===== src/rtl/i2s_tx_serializer_if.sv =====
`default_nettype none
// ============================================================================
// Module   : i2s_tx_serializer_if
// Brief    : Stereo sample-pair stream (valid/ready) feeding the I2S serializer.
// Revision : 1.0
// ============================================================================
interface i2s_tx_serializer_if #(
   parameter int SAMPLE_W = 24
);
   logic                  s_vld;
   logic                  s_rdy;
   logic [2*SAMPLE_W-1:0] s_data;

   modport master (output s_vld, output s_data, input s_rdy);
   modport slave  (input s_vld, input s_data, output s_rdy);
endinterface
`default_nettype wire


===== src/rtl/i2s_tx_serializer.sv =====
`default_nettype none
// ============================================================================
// Module   : i2s_tx_serializer
// Brief    : I2S bus-master transmitter; generates BCLK/WS and shifts out one
//            stereo pair per frame, zero-filling on underrun.
// Revision : 1.0
// ============================================================================
module i2s_tx_serializer #(
   parameter int SAMPLE_W = 24,
   parameter int SLOT_W   = 32,
   parameter int BCLK_DIV = 4
) (
   input  wire                clk,
   input  wire                rst_n,
   input  wire                en,
   i2s_tx_serializer_if.slave s_if,
   output logic               bclk,
   output logic               ws,
   output logic               sd,
   output logic               underrun,
   output logic [15:0]        underrun_cnt
);
   localparam int DIV_W = $clog2(BCLK_DIV);
   localparam int BIT_W = $clog2(2*SLOT_W);

   localparam logic [0:0] S_IDLE = 1'b0;
   localparam logic [0:0] S_RUN  = 1'b1;

   localparam logic [DIV_W-1:0] C_RISE  = DIV_W'(BCLK_DIV/2 - 1);
   localparam logic [DIV_W-1:0] C_FALL  = DIV_W'(BCLK_DIV - 1);
   localparam logic [BIT_W-1:0] C_LAST  = BIT_W'(2*SLOT_W - 1);
   localparam logic [BIT_W-1:0] C_SLOT  = BIT_W'(SLOT_W);
   localparam logic [BIT_W-1:0] C_WS_LO = BIT_W'(SLOT_W - 1);
   localparam logic [BIT_W-1:0] C_WS_HI = BIT_W'(2*SLOT_W - 2);
   localparam logic [BIT_W-1:0] C_SMP   = BIT_W'(SAMPLE_W);

   logic [0:0]          state_q, state_d;
   logic [DIV_W-1:0]    div_cnt_q, div_cnt_d;
   logic [BIT_W-1:0]    bit_idx_q, bit_idx_d;
   logic                bclk_q, bclk_d;
   logic                ws_q, ws_d;
   logic                sd_q, sd_d;
   logic [SAMPLE_W-1:0] left_q, left_d;
   logic [SAMPLE_W-1:0] right_q, right_d;
   logic [15:0]         underrun_cnt_q, underrun_cnt_d;

   logic                w_rise, w_fall, w_last, w_frame;
   logic [BIT_W-1:0]    w_nb, w_pos, w_idx;
   logic [SAMPLE_W-1:0] w_word, w_shift;
   logic                w_nb_ws, w_nb_sd;

   assign w_rise  = (state_q == S_RUN) && (div_cnt_q == C_RISE);
   assign w_fall  = (state_q == S_RUN) && (div_cnt_q == C_FALL);
   assign w_last  = (bit_idx_q == C_LAST);
   // Gated by rst_n so no pair is offered while the block is held in reset.
   assign w_frame = rst_n && en && ((state_q == S_IDLE) || (w_fall && w_last));

   // Bit that the next fall edge enters, and its slot position / payload bit.
   assign w_nb    = bit_idx_q + BIT_W'(1);
   assign w_pos   = (w_nb >= C_SLOT) ? (w_nb - C_SLOT) : w_nb;
   assign w_word  = (w_nb < C_SLOT) ? left_q : right_q;
   assign w_idx   = C_SMP - w_pos;
   assign w_shift = w_word >> w_idx;
   assign w_nb_sd = (w_pos != '0) && (w_pos <= C_SMP) && w_shift[0];
   assign w_nb_ws = (w_nb >= C_WS_LO) && (w_nb <= C_WS_HI);

   always_comb begin
      state_d        = state_q;
      div_cnt_d      = div_cnt_q;
      bit_idx_d      = bit_idx_q;
      bclk_d         = bclk_q;
      ws_d           = ws_q;
      sd_d           = sd_q;
      left_d         = left_q;
      right_d        = right_q;
      underrun_cnt_d = underrun_cnt_q;

      if (state_q == S_RUN) begin
         div_cnt_d = w_fall ? '0 : div_cnt_q + DIV_W'(1);
         if (w_rise) begin
            bclk_d = 1'b1;
         end
         if (w_fall) begin
            bclk_d = 1'b0;
            if (w_last) begin
               bit_idx_d = '0;
               ws_d      = 1'b0;
               sd_d      = 1'b0;
               if (!en) begin
                  state_d = S_IDLE;
               end
            end else begin
               bit_idx_d = w_nb;
               ws_d      = w_nb_ws;
               sd_d      = w_nb_sd;
            end
         end
      end else begin
         div_cnt_d = '0;
         bit_idx_d = '0;
         bclk_d    = 1'b0;
         ws_d      = 1'b0;
         sd_d      = 1'b0;
      end

      // Bit 0 of a frame is the delay bit with ws low, so only the pair is loaded here.
      if (w_frame) begin
         state_d = S_RUN;
         left_d  = s_if.s_vld ? s_if.s_data[2*SAMPLE_W-1:SAMPLE_W] : '0;
         right_d = s_if.s_vld ? s_if.s_data[SAMPLE_W-1:0] : '0;
         if (!s_if.s_vld && (underrun_cnt_q != 16'hFFFF)) begin
            underrun_cnt_d = underrun_cnt_q + 16'd1;
         end
      end
   end

   always_ff @(posedge clk or negedge rst_n) begin
      if (!rst_n) begin
         state_q        <= S_IDLE;
         div_cnt_q      <= '0;
         bit_idx_q      <= '0;
         bclk_q         <= 1'b0;
         ws_q           <= 1'b0;
         sd_q           <= 1'b0;
         left_q         <= '0;
         right_q        <= '0;
         underrun_cnt_q <= '0;
      end else begin
         state_q        <= state_d;
         div_cnt_q      <= div_cnt_d;
         bit_idx_q      <= bit_idx_d;
         bclk_q         <= bclk_d;
         ws_q           <= ws_d;
         sd_q           <= sd_d;
         left_q         <= left_d;
         right_q        <= right_d;
         underrun_cnt_q <= underrun_cnt_d;
      end
   end

   assign s_if.s_rdy   = w_frame;
   assign underrun     = w_frame && !s_if.s_vld;
   assign bclk         = bclk_q;
   assign ws           = ws_q;
   assign sd           = sd_q;
   assign underrun_cnt = underrun_cnt_q;
endmodule
`default_nettype wire


===== src/flat_wrapper.sv =====
// flat-port wrapper written by rule: the top's interface ports become plain ports
module i2s_tx_serializer_flat 
#(
   parameter int SAMPLE_W = 24,
   parameter int SLOT_W   = 32,
   parameter int BCLK_DIV = 4
)
  (clk, rst_n, en, bclk, ws, sd, underrun, underrun_cnt, s_if_s_vld, s_if_s_data, s_if_s_rdy);
  i2s_tx_serializer_if #(.SAMPLE_W(SAMPLE_W)) s_if_i ();
  input  wire clk;
  input  wire rst_n;
  input  wire en;
  output logic bclk;
  output logic ws;
  output logic sd;
  output logic underrun;
  output logic [15:0] underrun_cnt;
  input wire logic [$bits(s_if_i.s_vld)-1:0] s_if_s_vld;
  input wire logic [$bits(s_if_i.s_data)-1:0] s_if_s_data;
  output wire logic [$bits(s_if_i.s_rdy)-1:0] s_if_s_rdy;
  assign s_if_i.s_vld = s_if_s_vld;
  assign s_if_i.s_data = s_if_s_data;
  assign s_if_s_rdy = s_if_i.s_rdy;
  i2s_tx_serializer #(.SAMPLE_W(SAMPLE_W), .SLOT_W(SLOT_W), .BCLK_DIV(BCLK_DIV)) u_core (.clk(clk), .rst_n(rst_n), .en(en), .s_if(s_if_i), .bclk(bclk), .ws(ws), .sd(sd), .underrun(underrun), .underrun_cnt(underrun_cnt));
endmodule

===== config.mk =====
export PLATFORM = sky130hd
export DESIGN_NAME = i2s_tx_serializer_flat
export DESIGN_NICKNAME = d
export VERILOG_FILES = /design/src/rtl/i2s_tx_serializer_if.sv /design/src/rtl/i2s_tx_serializer.sv /design/src/flat_wrapper.sv
export SDC_FILE = /design/constraint.sdc
export NUM_CORES = 1
export LEC_CHECK = 0
export BUFFER_PORTS_ARGS = -buffer_cell sky130_fd_sc_hd__buf_2
export CORE_MARGIN = 2
export CORE_UTILIZATION = 60
export DETAILED_ROUTE_END_ITERATION = 10
export PLACE_DENSITY_LB_ADDON = 0.25
export SLEW_MARGIN = 25
export SYNTH_ARGS = -nofsm -noshare
export SYNTH_HDL_FRONTEND = slang
export SYNTH_SLANG_ARGS = --single-unit

===== constraint.sdc =====
create_clock -name clk -period 6.9 [get_ports clk]
set_input_delay 1.035 -clock clk [delete_from_list [all_inputs] [get_ports clk]]
set_output_delay 1.035 -clock clk [all_outputs]
set_load 0.005 [all_outputs]

==> run summary, run 1 <==
Clock period minus final worst setup slack: 3.86 ns. Among all stages on the critical path, the largest delay is contributed by dfrtp_1. The run gives 0.862 as the routability-driven placement congestion ratio.

The pin slew with the least headroom to its limit was 0.847 ns; the number of nets produced by synthesis was 494. Detailed placement ended at an HPWL of 5510 µm. The synthesized design contains 0 enable-type register cells. The mapped netlist covers 3980 µm².

The via count of the routed design was 3187; the pin count of the biggest net entering global routing was 79. Reg-to-reg critical path endpoint: u_core.sd$_DFFE_PN0N_. Of the available clock period, the critical path in the final layout requires 56.0%. Post-cts sizing count: 0.

The synthesized design contains 76 register bits. For this run, the detailed router's first-pass iteration total came to 4. Summed over all layers, the routed wires come to 8180 µm.

The effective utilization at floorplan is 62.3%, and the area of the die is 7300 µm². Setup slack on the critical path of the routed design comes to 3.04 ns. By area the synthesized netlist is led by dfrtp_1 (48%), nand2_1 (12%), o21ai_0 (6.8%).

The count of unique library cells instantiated by Yosys was 50. The initial antenna violation count came out at 0. The element type at the critical path end was a primary output. Power per standard cell area: 185 nW/µm².

The number of antenna diodes is 0. The number of hold-slack violations in the final timing report was 0; the largest stage delay on the critical path was 0.72 ns. From bottom edge to top edge, the die measures 85.4 µm. The arrival time of the worst setup path was 2.83 ns. Termination of the worst setup path: underrun. The horizontal die dimension was 85.4 µm.

For the remaining design rule violation count, the log shows 0. Of the total synthesized cell area, the portion taken by AND, OR, NAND and NOR gates is 22.6%. Clock-pin slew was measured on the worst setup and hold paths at 0.07 ns. Clock latency on the worst-skew pair, taken at its later pin, is 0.35 ns.

The largest area contributor in the synthesized netlist is dfrtp_1. The first global-routing pass estimated 13900 µm of wire. The flow ran to the end, and the final reports show no timing, DRC or antenna violations. The run gives 0 as the synthesis warning total. The nature of the critical path startpoint is a register.

The number of clock buffers added by TritonCTS is 9. The final routed wire length divided by cell count was 14.3 µm; the layout cell share with drive strength beyond 1 was 21.3%. Of all nets on the critical path, the largest fanout is 74. Of the total synthesized cell area, the portion taken by XOR and XNOR cells is 5.28%. Port buffering added 72 buffers. By count the netlist is led by nand2_1 (127), dfrtp_1 (76), o21ai_0 (54).

The region available for standard cell placement spans 6390 µm². The critical path is of the reg2out type. The row count is 29. Tracing the worst setup path back leads to its startpoint at u_core.bit_idx_q[0]$_DFFE_PN0N_.

Traced cell by cell, the critical path runs through ha_1 > nand3_1 > o21ai_2 > nand4_4 > buf_4 > nor2_1 > buf_2. The detailed router's first-iteration violation count was 196; the number of cells on the critical path was 7. The total setup buffers inserted after CTS is 0, and the number of setup violations in the final report is 0. Of the total synthesized cell area, the portion taken by full adders, half adders and majority gates is 2.20%. The most used flip-flop cell after synthesis is dfrtp_1. Main combinational cell family by area after synthesis: simple AND/OR/NAND/NOR gates.

TritonCTS built the clock tree. For the number of global-route vias before repair, the log shows 2997. The achievable clock frequency was 0.259 GHz; the static leakage power was 0.00217 µW.

Dividing the detail-routed via count by the number of cells gives 5.55. The TritonCTS sink count came out at 76. For this run, the total global-route usage over all layers was measured as 24.1%. The buffer levels on the longest clock path was 2; the share of the synthesized area in compound gates (AO/OA/AOI/OAI) was 14.0%. The run gives 4540 µm² as the cell area after layout.

Before CTS, the worst setup slack after placement is 2.79 ns. The cell sitting at the root of the clock tree is a clkbuf_8. The final sum of negative setup slack came out at 0 ns. Headroom to the max-slew limit came out at 43.5%.

The worst min-delay path startpoint was u_core.div_cnt_q[0]$_DFF_PN0_. The number of max-slew violations in the final report is 0, and the number of cell instances on the worst register-to-register path is 9. In this run the biggest area consumer among cell types represents 47.8% of the synthesized area. The worst-case IR drop observed on VDD is 124 µV. Together, buffers and inverters on the worst path number 2. Total of max-cap violations: 0.

The number of routed nets with antenna violations was 0. Of the synthesized area, sequential elements account for 47.8%. For this design the top-level I/O count stands at 73.

The path class of the tightest hold or removal check is reg2reg. The logs give 551 for the net total in the final layout and 435 for the gate count after technology mapping. The post-synthesis average cell area was 9.15 µm². The fraction of registers with async set/reset was 100%.

For flop-to-flop paths, the worst setup slack is 3.73 ns. The worst endpoint required time is 5.86 ns, and the total number of H-tree levels is 3. After synthesis, the share of cell area in mux cells is 4.15%.

The sum of overflow across all layers after global routing is 0. Setup repair after global routing left no endpoint under its margin. The post-detailed-placement cell area is 4320 µm², and the area growth from synthesis to final layout is 14.0%. Top cell family by delay on the critical path: flip-flops. The most instantiated library cell after synthesis was nand2_1.

The count of hold buffers inserted by post-cts repair came out at 0. In this run the critical register-to-register path is launched from u_core.bit_idx_q[0]$_DFFE_PN0N_. The final clock skew is 0.0103 ns.
layer usage:
metal / track usage, % / wire [µm] / vias to the layer above / share of wire, %
li1: - / - / 1605 / -
met1: 34.5 / 3820 / 1492 / 47
met2: 37.1 / 3860 / 79 / 47
met3: 4.77 / 400 / 11 / 4.9
met4: 8.23 / 101 / 0 / 1.2
met5: 0 / 0 / - / 0
per-stage QoR:
step | hold slack, ns | cells | util [%] | total power, µW
after floorplan | 0.439 | 435 | - | 463
after global placement | 0.456 | 558 | 67.7 | 488
after detailed placement | 0.468 | 558 | 67.7 | 488
after CTS | 0.484 | 574 | 71.0 | 841
after global routing | 0.502 | 574 | 71.0 | 867
final | 0.480 | 574 | 71.0 | 838
placed cells by master, fill, tap and decap left out, types with 3 or more instances in the layout:
| cell type | netlist | layout |
|---|---|---|
| and2_1 | 9 | 9 |
| and3_1 | 3 | 3 |
| nand2_1 | 127 | 127 |
| ha_1 | 7 | 7 |
| buf_2 | 5 | 71 |
| a31oi_1 | 7 | 7 |
| and4_4 | 3 | 3 |
| nand4_1 | 4 | 4 |
| dfrtp_1 | 76 | 76 |
| a21oi_1 | 7 | 7 |
| nor2b_1 | 4 | 4 |
| clkbuf_8 | 0 | 12 |
| nor2_1 | 14 | 14 |
| xnor2_1 | 16 | 16 |
| mux2i_1 | 3 | 3 |
| nor3_1 | 8 | 8 |
| a211oi_1 | 6 | 6 |
| o21ai_0 | 54 | 54 |
| nand3_1 | 13 | 13 |
| inv_1 | 6 | 6 |
| mux4_2 | 6 | 6 |
| xor2_1 | 3 | 3 |
worst reg2reg max path, cell delays in order (launching register included):
cell and delay (ns):
dfrtp_1 0.72, inv_1 0.14, ha_1 0.85, nand2_1 0.36, or4_1 0.54, nand3_1 0.10
a31oi_1 0.05, o221ai_1 0.09, nand3_1 0.10, o211a_1 0.12
cell families (layout without fill, tap and decap cells):
group	Yosys count	in the layout
AND/OR/NAND/NOR	196	196
AO/OA/AOI/OAI	92	92
flip-flops	76	76
buffers and inverters	34	96
XOR/XNOR	21	21
multiplexers	9	9
adder cells (fa/ha/maj)	7	7
how the worst min path moves through the flow:
stage	depth (start not counted)	end	slack, ns
floorplan	1	u_core.div_cnt_q[0]$_DFF_PN0_	0.44
global placement	1	u_core.div_cnt_q[0]$_DFF_PN0_	0.46
detailed placement	2	u_core.right_q[21]$_DFFE_PN0P_	0.47
CTS	1	u_core.div_cnt_q[0]$_DFF_PN0_	0.48
global route	2	u_core.right_q[21]$_DFFE_PN0P_	0.50
finish	1	u_core.div_cnt_q[0]$_DFF_PN0_	0.48
state kept, by name (all words and copies together) (netlist names):
| signal | count |
|---|---|
| u_core.right_q | 24 |
| u_core.sd | 1 |
| u_core.ws | 1 |
| u_core.underrun_cnt | 16 |
| u_core.div_cnt_q | 2 |
| u_core.bit_idx_q | 6 |
| u_core.bclk | 1 |
| u_core.state_q | 1 |
| u_core.left_q | 24 |
final cells by class:
class | instances | area (µm²)
Clock buffer | 13 | 169
Clock inverter | 3 | 43.8
Fill cell | 513 | 1850
Inverter | 6 | 22.5
Multi-Input combinational cell | 325 | 1920
Sequential cell | 76 | 1900
Tap cell | 77 | 96.3
Timing Repair Buffer | 74 | 382
report_power, final:
| part | switching, µW | leakage, µW | internal, µW |
|---|---|---|---|
| sequential | 0 | 0.00104 | 445 |
| clock | 163 | 0.000110 | 197 |
| combinational | 20.2 | 0.00102 | 13.5 |
Note: power is estimated with default switching activity, not from simulation.
==> inputs of run 2 (changes only) <==
--- a/config.mk
+++ b/config.mk
@@ -7,7 +7,7 @@
 export LEC_CHECK = 0
 export BUFFER_PORTS_ARGS = -buffer_cell sky130_fd_sc_hd__buf_2
 export CORE_MARGIN = 2
-export CORE_UTILIZATION = 60
+export CORE_UTILIZATION = 56
 export DETAILED_ROUTE_END_ITERATION = 10
 export PLACE_DENSITY_LB_ADDON = 0.25
 export SLEW_MARGIN = 25
==> constraint.sdc (replaced) <==
create_clock -name clk -period 3.8 [get_ports clk]
set_input_delay 0.57 -clock clk [delete_from_list [all_inputs] [get_ports clk]]
set_output_delay 0.57 -clock clk [all_outputs]
set_load 0.005 [all_outputs]
==> run summary, run 2 (synthesized netlist as in run 1, its figures left out) <==
For the buffer levels on the longest clock path, the log shows 2 (unchanged). Setup repair after global routing left no endpoint under its margin. The remaining design rule violation count was 0 (unchanged); the via-per-instance ratio was 5.34 (-3.9%).

Worst reg2reg path startpoint: u_core.bit_idx_q[0]$_DFFE_PN0N_. The path type of the worst setup path was reg2reg. The top cell types in the final layout, fill and taps aside, are nand2_1 (127), dfrtp_1 (76), buf_2 (71), o21ai_0 (54), xnor2_1 (16). The run gives 182 (-7.1%) as the detailed router's first-iteration violation count.

The row count is 30 (+3.4%). The flow ran to the end, and the final reports show no timing, DRC or antenna violations. The share of the clock period used by the worst path after layout is 81.2%.

For the core box area, the log shows 6830 µm² (+7.0%). In this run the worst setup path begins at u_core.bit_idx_q[0]$_DFFE_PN0N_. The logs give 41.1% (-1.8 points) for the power share of the clock group and 0 ns (unchanged) for the final sum of negative setup slack.

For the global-route wire length before repair, the log shows 14000 µm (+0.29%). The tools report the number of routed nets with antenna violations as 0 (unchanged). The worst setup path is captured at a register. The total number of H-tree levels is 3 (unchanged), and the headroom to the max-slew limit is 50.7% (+7.2 points). The TritonCTS sink count is 76 (unchanged), and the arrival time of the worst setup path is 3.33 ns (+0.50 ns).

For the worst endpoint required time, the log shows 4.05 ns (-1.81 ns). The power dissipated by switching net loads came out at 341 µW (+86%). The final routed wire length divided by cell count is 14.0 µm (-1.8%), and the pin count of the biggest net entering global routing is 78 (-1.3%). The tools report the post-cts sizing count as 0 (unchanged).

The post-CTS clock slew at the launch and capture registers of the worst setup and hold paths is 0.08 ns (about the same). The worst setup path is launched from a register. The run gives 0.00217 µW (-0.15%) as the static leakage power.

The run gives 0 (unchanged) as the number of hold-slack violations in the final timing report. The worst hold path belongs to the class in2async. The count of input and output buffers was 72 (unchanged); the power per standard cell area was 324 nW/µm² (+75%).

The logs give 0.00633 ns (-0.00393 ns) for the final clock skew and 54.7% (+1.6 points) for the part of the total power dissipated in sequential elements. Share of total power in combinational logic: 4.2% (+0.2 points). The run gives 554 (+0.54%) as the net total in the final layout. The count of hold buffers inserted by post-cts repair is 0 (unchanged), and the routability-driven placement congestion ratio is 0.876 (+1.5%).

The number of setup violations in the final report came out at 0 (unchanged). The total CTS buffers is 9 (unchanged), and the highest fanout seen on the critical path is 20 (-73%). The area growth from synthesis to final layout works out to 14.6%. The tree is rooted in a clkbuf_8. The maximum VDD drop was 241 µV (+94%). The layout cell share with drive strength beyond 1 is 21.8% (+0.47 points). Utilization after layout: 66.8% (-4.3 points).

The area of the die was 7800 µm² (+6.8%). The horizontal die dimension is 88.3 µm (+3.3%). The logs give 0.71 ns (-3.02 ns) for the worst setup slack for register-to-register paths and 3032 (+1.2%) for the number of global-route vias before repair.

The initial antenna violation count came out at 0 (unchanged). The effective utilization at floorplan is 58.3% (-4.1 points), and the pin slew with the least headroom to its limit is 0.740 ns (-0.107 ns). The total setup buffers inserted after CTS is 0 (unchanged). The total power consumption of the routed design was 1480 µW (+76%); the via count of the routed design was 3180 (-0.22%).

The final wirelength is 8340 µm (+2.0%), and the achievable clock frequency is 0.324 GHz. The tools report the total of max-cap violations as 0 (unchanged). The run gives 23.1% (-1.0 points) as the total global routing track utilization.

TritonCTS built the clock tree. The sum of overflow across all layers after global routing was 0 (unchanged). The half-perimeter wire length after placement was 5930 µm (+7.7%); the detailed-router iteration count before antenna repair was 4 (unchanged). The library cell used most frequently in the layout, excluding fill and tap cells, is nand2_1. The floorplan die height is 88.3 µm (+3.3%). The clock period minus final worst setup slack was 3.09 ns; the number of antenna diodes was 0 (unchanged). The switching power share of the total was 23.1% (+1.3 points); the worst-skew pair later-pin latency was 0.35 ns (about the same). For the number of max-slew violations in the final report, the log shows 0 (unchanged). The internal cell power is 1140 µW (+73%), and the number of top-level pins is 73 (unchanged).
==> run 2: final timing paths <==
path,cells after the start,endpoint
setup / recovery,8,u_core.sd$_DFFE_PN0N_
min in group clk,3,u_core.right_q[1]$_DFFE_PN0P_
setup reg to reg,8,u_core.sd$_DFFE_PN0N_
hold / removal,2,u_core.left_q[1]$_DFFE_PN0P_
hold reg to reg,1,u_core.div_cnt_q[0]$_DFF_PN0_
max in group asynchronous,2,u_core.left_q[9]$_DFFE_PN0P_
==> run 2: per-stage QoR <==
| step | cell area, µm² | instances | hold slack [ns] | setup WS [ns] |
|---|---|---|---|---|
| CTS | 4560 | 596 | 0.449 | 0.744 |
| global route | 4560 | 596 | 0.439 | 0.352 |
| floorplan | 3980 | 435 | 0.274 | 1.35 |
| detailed placement | 4370 | 580 | 0.466 | 0.762 |
| finish | 4560 | 596 | 0.383 | 0.714 |
| global placement | 4370 | 580 | 0.454 | 0.881 |
==> run 2: area by class of cell <==
cell class	instances	area, µm²
clock inverter	6	63.8
clock buffer	10	128
inverter	6	22.5
timing repair buffer	77	404
multi-input combinational	325	1920
tap	96	120
fill	612	2270
sequential	76	1900
==> run 2: routing by layer <==
metal  track usage (%)  vias up  wire length (µm)  share of wire (%)
met4              8.95        0                82               0.98
met3              4.20        8               390                4.7
li1                  -     1615                 -                  -
met2              37.8       70              4100                 49
met1              30.8     1487              3760                 45
met5                 0        -                 0                  0
==> run 2: critical path, cell delays in order, from the launching register on <==
cell,delay [ns]
dfrtp_1,0.72
inv_1,0.13
ha_1,0.80
nand2_1,0.33
a2111oi_0,0.44
a31oi_1,0.07
a31oi_1,0.20
a211oi_1,0.09
o211a_1,0.20
==> run 2: power groups by stage <==
stage / Clock, µW / Sequential [µW] / Combinational (µW)
2_1_floorplan: 0 / 824 / 16.4
3_3_place_gp: 0 / 824 / 62.9
3_5_place_dp: 0 / 824 / 63.9
4_1_cts: 621 / 808 / 64.1
5_1_grt: 661 / 808 / 71.5
6_report: 607 / 808 / 62.4
==> inputs of run 3 (changes only) <==
==> constraint.sdc (replaced) <==
create_clock -name clk -period 3 [get_ports clk]
set_input_delay 0.45 -clock clk [delete_from_list [all_inputs] [get_ports clk]]
set_output_delay 0.45 -clock clk [all_outputs]
set_load 0.005 [all_outputs]
==> run summary, run 3 (synthesized netlist as in run 1, its figures left out) <==
The highest fanout seen on the critical path was 30 (+50%); the routability-driven placement congestion ratio was 0.890 (+1.7%). The critical path is of the reg2out type. The total setup buffers inserted after CTS was 0 (unchanged). TritonCTS built the clock tree. The logs give 3254 (+7.3%) for the number of global-route vias before repair and 0 (unchanged) for the post-cts sizing count. The number of top-level pins was 73 (unchanged). The via count of the routed design was 3246 (+2.1%); the share of the clock period used by the worst path after layout was 86.1%. The count of hold buffers inserted by post-cts repair came out at 0 (unchanged).

The net total in the final layout came out at 560 (+1.1%). The number of routed nets with antenna violations was 0 (unchanged). The power per standard cell area was 392 nW/µm² (+21%); the total CTS buffers was 9 (unchanged).

The half-perimeter wire length after placement was 6230 µm (+5.0%); the count of input and output buffers was 72 (unchanged). The tools report the core box area as 6830 µm² (unchanged). In the layout the commonest cells are nand2_1 (127), dfrtp_1 (76), buf_2 (71), o21ai_0 (54), xnor2_1 (16). The tools report the detailed router's first-iteration violation count as 290 (+59%). For the number of setup violations in the final report, the log shows 0 (unchanged). The number of hold-slack violations in the final timing report is 0 (unchanged).

The share of total power in combinational logic came out at 4.5% (+0.3 points). Leaving out fill and tap cells, the most frequent cell in the layout is nand2_1. The via-per-instance ratio works out to 5.39 (+1.1%). Setup repair after global routing left no endpoint under its margin.

The min-delay analysis places its worst path in the category in2async. The logs give 435 µW (+28%) for the power dissipated by switching net loads and 24.8% (+1.7 points) for the total global routing track utilization. The run gives 2.55 ns (-1.50 ns) as the worst endpoint required time.

The total of max-cap violations was 0 (unchanged); the area taken by multi-input logic gates was 1920 µm² (unchanged). The pin count of the biggest net entering global routing came out at 52 (-33%). The power share of the clock group was 38.5% (-2.6 points). The number of filler instances in the final layout was 590 (-3.6%). The effective utilization at floorplan came out at 58.3% (unchanged).

The number of antenna diodes is 0 (unchanged), and the achievable clock frequency is 0.387 GHz. The logs give 76 (unchanged) for the TritonCTS sink count and 0.00218 µW (+0.62%) for the static leakage power. The area of the die is 7800 µm² (unchanged). The pin slew with the least headroom to its limit is 0.848 ns (+0.108 ns), and the area taken by flip-flops and latches is 1900 µm² (unchanged). The number of max-slew violations in the final report was 0 (unchanged). The tools report the buffer levels on the longest clock path as 2 (unchanged). The layout cell share with drive strength beyond 1 works out to 22.5% (+0.73 points).

The switching power share of the total came out at 24.2% (+1.2 points). The headroom to the max-slew limit is 43.5% (-7.2 points). The arrival time of the worst setup path was 2.13 ns (-1.20 ns); the global-route wire length before repair was 15100 µm (+7.9%). The tools report the final clock skew as 0.0120 ns (+0.00565 ns). The master cell of the clock root buffer is clkbuf_8. Total power consumption of the routed design: 1790 µW (+21%). Nature of the critical path startpoint: a register. Element type at the critical path end: a primary output. The floorplan die height was 88.3 µm (unchanged); the remaining design rule violation count was 0 (unchanged). The part of the total power dissipated in sequential elements came out at 57.0% (+2.3 points). The run finished with clean final reports. For the row count, the log shows 30 (unchanged). The internal cell power was 1360 µW (+20%); the final routed wire length divided by cell count was 14.4 µm (+2.8%). The area growth from synthesis to final layout is 15.1%, and the detailed-router iteration count before antenna repair is 5 (+1). The logs give 0 (unchanged) for the sum of overflow across all layers after global routing and 0.35 ns (about the same) for the worst-skew pair later-pin latency. The tools report the utilization after layout as 67.1% (+0.27 points). The post-CTS clock slew at the launch and capture registers of the worst setup and hold paths works out to 0.08 ns (about the same).

Counting I/O delays and the setup requirement, the final critical path takes 2.58 ns. The tools report the maximum VDD drop as 214 µV (-11%). The horizontal die dimension was 88.3 µm (unchanged); the final sum of negative setup slack was 0 ns (unchanged). The logs give 0 (unchanged) for the initial antenna violation count and 3 (unchanged) for the total number of H-tree levels. The final wirelength was 8660 µm (+3.8%).
[run 3: metrics by stage]
| stage | setup WS [ns] | cell area, µm² | hold slack, ns | instances |
|---|---|---|---|---|
| 2_1_floorplan | 0.550 | 3980 | 0.154 | 435 |
| 3_3_place_gp | 0.673 | 4410 | 0.458 | 586 |
| 3_5_place_dp | 0.607 | 4410 | 0.466 | 586 |
| 4_1_cts | 0.421 | 4580 | 0.166 | 602 |
| 5_1_grt | 0.277 | 4580 | 0.184 | 602 |
| 6_report | 0.417 | 4580 | 0.158 | 602 |
[run 3: critical path, cell delays in order (launching register included)]
cell and delay (ns):
dfrtp_1 0.47, ha_1 0.30, nand3_1 0.12, o21ai_2 0.24, nand4_4 0.17, buf_4 0.26
nor2_1 0.10, buf_2 0.12
[run 3: power groups by stage]
| stage | registers [µW] | clock network, µW | logic, µW |
|---|---|---|---|
| global route | 1020 | 752 | 92.9 |
| floorplan | 1040 | 0 | 20.7 |
| CTS | 1020 | 707 | 82.4 |
| detailed placement | 1040 | 0 | 82.1 |
| finish | 1020 | 691 | 80.1 |
| global placement | 1040 | 0 | 80.8 |
[run 3: final timing paths]
kind | slack (ns) | from | cells after the start | to
setup reg to reg | 0.58 | u_core.bit_idx_q[3]$_DFFE_PN0N_ | 9 | u_core.sd$_DFFE_PN0N_
max in group asynchronous | 1.92 | rst_n | 3 | u_core.left_q[17]$_DFFE_PN0P_
setup / recovery | 0.42 | u_core.bit_idx_q[1]$_DFFE_PN0N_ | 7 | underrun
hold reg to reg | 0.47 | u_core.div_cnt_q[0]$_DFF_PN0_ | 1 | u_core.div_cnt_q[0]$_DFF_PN0_
min in group clk | 0.33 | s_if_s_data[19] | 3 | u_core.right_q[19]$_DFFE_PN0P_
hold / removal | 0.16 | rst_n | 2 | u_core.underrun_cnt[3]$_DFFE_PN0P_
[run 3: layer usage]
layer	global-route usage (%)	vias up	share of wire (%)
li1	-	1619	-
met1	32.1	1535	45
met2	41.4	84	49
met3	6.62	8	5.2
met4	7.02	0	0.92
met5	0	-	0
[run 3: layout make-up]
type                       instances  area share, %
inverter                           6          0.492
timing repair buffer              83           9.72
sequential                        76           41.5
tap                               96           2.62
clock inverter                     5          0.819
clock buffer                      11           2.87
multi-input combinational        325           42.0
